### config.mk
export PLATFORM = sky130hd
export DESIGN_NAME = lz_normalizer16
export DESIGN_NICKNAME = d
export VERILOG_FILES = /design/src/rtl/lz_norm_pkg.sv /design/src/rtl/lz_shift16.sv /design/src/rtl/lz_normalizer16.sv
export SDC_FILE = /design/constraint.sdc
export NUM_CORES = 1
export LEC_CHECK = 0
export ABC_AREA = 1
export CAP_MARGIN = 30
export CELL_PAD_IN_SITES_DETAIL_PLACEMENT = 1
export CELL_PAD_IN_SITES_GLOBAL_PLACEMENT = 2
export CORE_UTILIZATION = 30
export CTS_CLUSTER_SIZE = 16
export DETAILED_ROUTE_END_ITERATION = 8
export HOLD_SLACK_MARGIN = 0.12
export PLACE_DENSITY = 0.86
export RECOVER_POWER = 25
export SLEW_MARGIN = 25
export SYNTH_ARGS = -nofsm -noshare
export SYNTH_HDL_FRONTEND = slang
export SYNTH_SLANG_ARGS = --single-unit
### constraint.sdc
create_clock -name clk -period 3.6 [get_ports clk]
set_input_delay 0.72 -clock clk [delete_from_list [all_inputs] [get_ports clk]]
set_output_delay 0.72 -clock clk [all_outputs]
set_load 0.02 [all_outputs]
### src/rtl/lz_norm_pkg.sv
// Shared widths and the exponent/shift-amount rule for the 16-bit normalizer.
package lz_norm_pkg;

    localparam int MANT_W        = 16;
    localparam int LZ_W          = 4;
    localparam int DEFAULT_EXP_W = 8;
    // Wide enough for any instantiated exponent width; callers truncate the result.
    localparam int CALC_EXP_W    = 32;

    typedef struct packed {
        logic [LZ_W-1:0]       shamt;
        logic [CALC_EXP_W-1:0] exp_out;
        logic                  zero;
        logic                  uf;
    } norm_ctl_t;

    function automatic norm_ctl_t calc_shamt(
        input logic [CALC_EXP_W-1:0] exp_in,
        input logic                  lz_valid,
        input logic [LZ_W-1:0]       lz_pos
    );
        norm_ctl_t r;
        r = '0;
        if (!lz_valid) begin
            r.zero = 1'b1;
        end else if (CALC_EXP_W'(lz_pos) < exp_in) begin
            r.shamt   = lz_pos;
            r.exp_out = exp_in - CALC_EXP_W'(lz_pos);
        end else begin
            // exp_in <= lz_pos <= 15 here, so its low bits are the full shift.
            r.shamt = exp_in[LZ_W-1:0];
            r.uf    = 1'b1;
        end
        return r;
    endfunction

endpackage

### src/rtl/lz_shift16.sv
// Combinational 4-level logarithmic left shifter, zero-filled.
module lz_shift16
    import lz_norm_pkg::*;
(
    input  logic [MANT_W-1:0] din,
    input  logic [LZ_W-1:0]   shamt,
    output logic [MANT_W-1:0] dout
);

    logic [MANT_W-1:0] lvl8;
    logic [MANT_W-1:0] lvl4;
    logic [MANT_W-1:0] lvl2;

    assign lvl8 = shamt[3] ? {din[7:0],   8'h00} : din;
    assign lvl4 = shamt[2] ? {lvl8[11:0], 4'h0}  : lvl8;
    assign lvl2 = shamt[1] ? {lvl4[13:0], 2'b00} : lvl4;
    assign dout = shamt[0] ? {lvl2[14:0], 1'b0}  : lvl2;

endmodule

### src/rtl/lz_normalizer16.sv
// Two-stage normalizer: S1 computes shift/exponent/flags, S2 applies the shift.
module lz_normalizer16
    import lz_norm_pkg::*;
#(
    parameter int EXP_W = DEFAULT_EXP_W,
    parameter int TAG_W = 4
) (
    input  logic              clk,
    input  logic              rst,
    input  logic              in_valid,
    output logic              in_ready,
    input  logic [MANT_W-1:0] in_mant,
    input  logic [EXP_W-1:0]  in_exp,
    input  logic              in_lz_valid,
    input  logic [LZ_W-1:0]   in_lz_pos,
    input  logic [TAG_W-1:0]  in_tag,
    output logic              out_valid,
    input  logic              out_ready,
    output logic [MANT_W-1:0] out_mant,
    output logic [EXP_W-1:0]  out_exp,
    output logic [TAG_W-1:0]  out_tag,
    output logic              out_zero,
    output logic              out_underflow
);

    logic              s1_valid, s1_zero, s1_uf;
    logic [MANT_W-1:0] s1_mant;
    logic [LZ_W-1:0]   s1_shamt;
    logic [EXP_W-1:0]  s1_exp;
    logic [TAG_W-1:0]  s1_tag;

    logic              s2_valid, s2_zero, s2_uf;
    logic [MANT_W-1:0] s2_mant;
    logic [EXP_W-1:0]  s2_exp;
    logic [TAG_W-1:0]  s2_tag;

    logic              s1_adv, s2_adv;
    logic [MANT_W-1:0] shifted;
    norm_ctl_t         ctl;

    // Handshake: a beat moves when valid & ready are both high at the rising edge;
    // a stage loads when it is empty or its contents move on in the same cycle.
    assign s2_adv   = !s2_valid || out_ready;
    assign s1_adv   = !s1_valid || s2_adv;
    assign in_ready = s1_adv && !rst;

    assign ctl = calc_shamt(CALC_EXP_W'(in_exp), in_lz_valid, in_lz_pos);

    lz_shift16 u_shift (
        .din   (s1_mant),
        .shamt (s1_shamt),
        .dout  (shifted)
    );

    always_ff @(posedge clk) begin
        if (rst) begin
            s1_valid <= 1'b0;
            s1_mant  <= '0;
            s1_shamt <= '0;
            s1_exp   <= '0;
            s1_tag   <= '0;
            s1_zero  <= 1'b0;
            s1_uf    <= 1'b0;
            s2_valid <= 1'b0;
            s2_mant  <= '0;
            s2_exp   <= '0;
            s2_tag   <= '0;
            s2_zero  <= 1'b0;
            s2_uf    <= 1'b0;
        end else begin
            if (s1_adv) begin
                s1_valid <= in_valid;
                if (in_valid) begin
                    s1_mant  <= ctl.zero ? '0 : in_mant;
                    s1_shamt <= ctl.shamt;
                    s1_exp   <= EXP_W'(ctl.exp_out);
                    s1_tag   <= in_tag;
                    s1_zero  <= ctl.zero;
                    s1_uf    <= ctl.uf;
                end
            end
            if (s2_adv) begin
                s2_valid <= s1_valid;
                if (s1_valid) begin
                    s2_mant <= shifted;
                    s2_exp  <= s1_exp;
                    s2_tag  <= s1_tag;
                    s2_zero <= s1_zero;
                    s2_uf   <= s1_uf;
                end
            end
        end
    end

    assign out_valid     = s2_valid;
    assign out_mant      = s2_mant;
    assign out_exp       = s2_exp;
    assign out_tag       = s2_tag;
    assign out_zero      = s2_zero;
    assign out_underflow = s2_uf;

endmodule

==> flow_summary.json <==
{
  "status": "complete, no violations",
  "min-delay-path-class": "reg -> reg",
  "synth.top_cells.by_count": "143 x nand2_1, 66 x dfxtp_1, 54 x nor2_1",
  "synth.avg_cell_area_um2": 6.74,
  "worstSetupPathType": "in -> out",
  "clk_pin_slew_ns": 0.07,
  "yosysMostFrequentCell": "nand2_1",
  "cts_tree": "built",
  "rr_startpoint": "out_valid$_SDFFE_PP0P_",
  "syn_inst": 488,
  "crit_arrival_ns": 2.05,
  "port_buffers": 68,
  "setup_violations": 0,
  "cts_root_buf": "clkbuf_8",
  "synth_cell_types": 30,
  "whs_endpoint": "s1_uf$_SDFFE_PP0P_",
  "yosysTopAreaCell": "dfxtp_1",
  "synth_nets": 530,
  "hold_violations": 0,
  "synth_top_cell_area_share_pct": 40.2,
  "grt_first_pass_wirelength_um": 15300,
  "ios": 69,
  "clock_latency_ns": 0.35,
  "first_iter_violations": 100,
  "fin_area_um2": 4170,
  "hold_buffers": 0,
  "tns_ns": 0,
  "rrSetupSlack_ns": 1.37,
  "antenna_found_initial": 0,
  "hp-start": "s1_uf$_SDFFE_PP0P_",
  "drv_slew": 0,
  "track_usage_pct": 17.1,
  "path_max_fanout": 3,
  "place.gp.congestion": 0.819,
  "endpoint_kind": "output pin",
  "fin_nets": 588,
  "grt_max_degree": 37,
  "wl_per_cell_um": 13.1,
  "syn_area_um2": 3290,
  "drv_cap": 0,
  "vias_per_cell": 4.69,
  "dpl.hpwl_um": 6690,
  "worstHoldPathCells": 2,
  "rsz0062_at_grt": "no",
  "timing.hold.ws_ns": 0.466,
  "ys_seq_area_share_pct": 40.2,
  "clock_skew_ns": 0.00916,
  "placed_area_um2": 4020,
  "critPathLaunchType": "input port",
  "core-area_um2": 10500,
  "firstDrtPassIters": 4,
  "reg2reg_to": "out_mant[7]$_SDFFE_PP0P_",
  "cts_sinks": 66,
  "ir_drop_mv": 0.119,
  "finalWirelength_um": 8960,
  "ant_nets": 0,
  "synth_flop_cell": "dfxtp_1",
  "cts_resized": 0,
  "power_leakage_nw": 1.83,
  "die_w_um": 107,
  "vias": 3211,
  "synth_edf_count": 0,
  "cts_buffers": 9,
  "layout_min_cycle_time_ns": 2.77,
  "grt-ovfl-total": 0,
  "cts_buffer_depth": 2,
  "cts_htree_levels": 3,
  "async_reset_ff_share_pct": 0,
  "maxSlewHeadroom_pct": 26.9,
  "row_count": 37,
  "post-route-period-util_pct": 77.0,
  "grt_pass1_vias": 3160,
  "fmax_mhz": 361,
  "syn_to_final_growth_pct": 26.8,
  "synth_seq_cells": 66,
  "design.die.area_um2": 11400,
  "reg2reg_depth": 8,
  "synth_area_leaders": "dfxtp_1 40%, nand2_1 16%, nand3_1 7.3%",
  "cts_setup_buffers": 0,
  "initial_core_util_pct": 31.4,
  "drive_gt1_share_pct": 5.83,
  "worst_pin_slew_ns": 1.09,
  "diodes": 0,
  "synth_warnings": 0,
  "drc": 0,
  "die_h_um": 107,
  "power_density_nw_per_um2": 382,
  "critPathRequiredTime_ns": 2.88
}
==> through the flow <==
stage	power [mW]	instances	util [%]	setup slack, ns
final	1.59	685	39.9	0.828
after floorplan	0.967	488	-	1.52
after detailed placement	1.08	671	38.4	0.793
after global routing	1.68	685	39.9	0.585
after CTS	1.63	685	39.9	0.797
after global placement	1.08	671	38.4	0.854
==> routing by layer <==
metal	global-route usage, %	wire length (µm)	up-vias
li1	-	-	1674
met1	23.2	4710	1467
met2	26.2	3780	59
met3	3.04	301	11
met4	8.22	173	0
met5	0	0	-
==> sequential cells by signal, summed over array words and instances (netlist names), 4 cells and up <==
register  cells
out_exp       8
s1_tag        4
s1_mant      16
s1_shamt      4
s1_exp        8
out_tag       4
out_mant     16
==> critical path: stages <==
cell and delay (ns):
clkdlybuf4s50_1 0.45, inv_1 0.05, nand3_1 0.11, nand2_1 0.08, inv_1 0.06, clkdlybuf4s50_1 0.59
==> final cells by class <==
| class | instances | area (µm²) |
|---|---|---|
| fill | 1376 | 6290 |
| clock buffer | 11 | 141 |
| clock inverter | 3 | 17.5 |
| multi-input combinational | 352 | 1630 |
| tap | 136 | 170 |
| timing repair buffer | 73 | 718 |
| inverter | 44 | 170 |
| sequential | 66 | 1320 |
==> kinds of logic (layout without fill, tap and decap cells) <==
kind of cell	Yosys count	count (layout)	synth area share, %
buffers and inverters	70	131	10.0
and+or+nand+nor	266	266	34.5
muxes	3	3	0.913
AOI/OAI and AO/OA	78	78	12.2
adders and majority gates	5	5	2.13
DFF	66	66	40.2
==> where the power goes <==
group / leakage, nW / internal (mW) / switching, mW
clock network: 0.0810 / 0.258 / 0.274
logic: 1.21 / 0.113 / 0.157
registers: 0.539 / 0.764 / 0.0247
total: 1.83 / 1.14 / 0.455
==> how the worst max path moves through the flow <==
stage	startpoint	to	slack, ns
2_1_floorplan	in_exp[0]	s1_exp[6]$_SDFFE_PP0P_	1.52
6_report	out_ready	in_ready	0.83
4_1_cts	out_ready	in_ready	0.80
5_1_grt	out_ready	out_mant[7]$_SDFFE_PP0P_	0.59
3_5_place_dp	out_ready	in_ready	0.79
3_3_place_gp	out_ready	in_ready	0.85
==> layout by cell type, fill, tap and decap left out, drive strengths merged <==
master,count
clkdlybuf4s50,47
clkinv,3
nand3,50
or2,1
mux2i,3
dlygate4sd3,21
ha,4
a21oi,31
o211ai,3
nand2,149
nor2,57
nand4,7
clkbuf,11
inv,43
clkinvlp,1
nor3,2
buf,5
o21ai,44
dfxtp,66
fa,1
(Power assumes the default switching activity.)
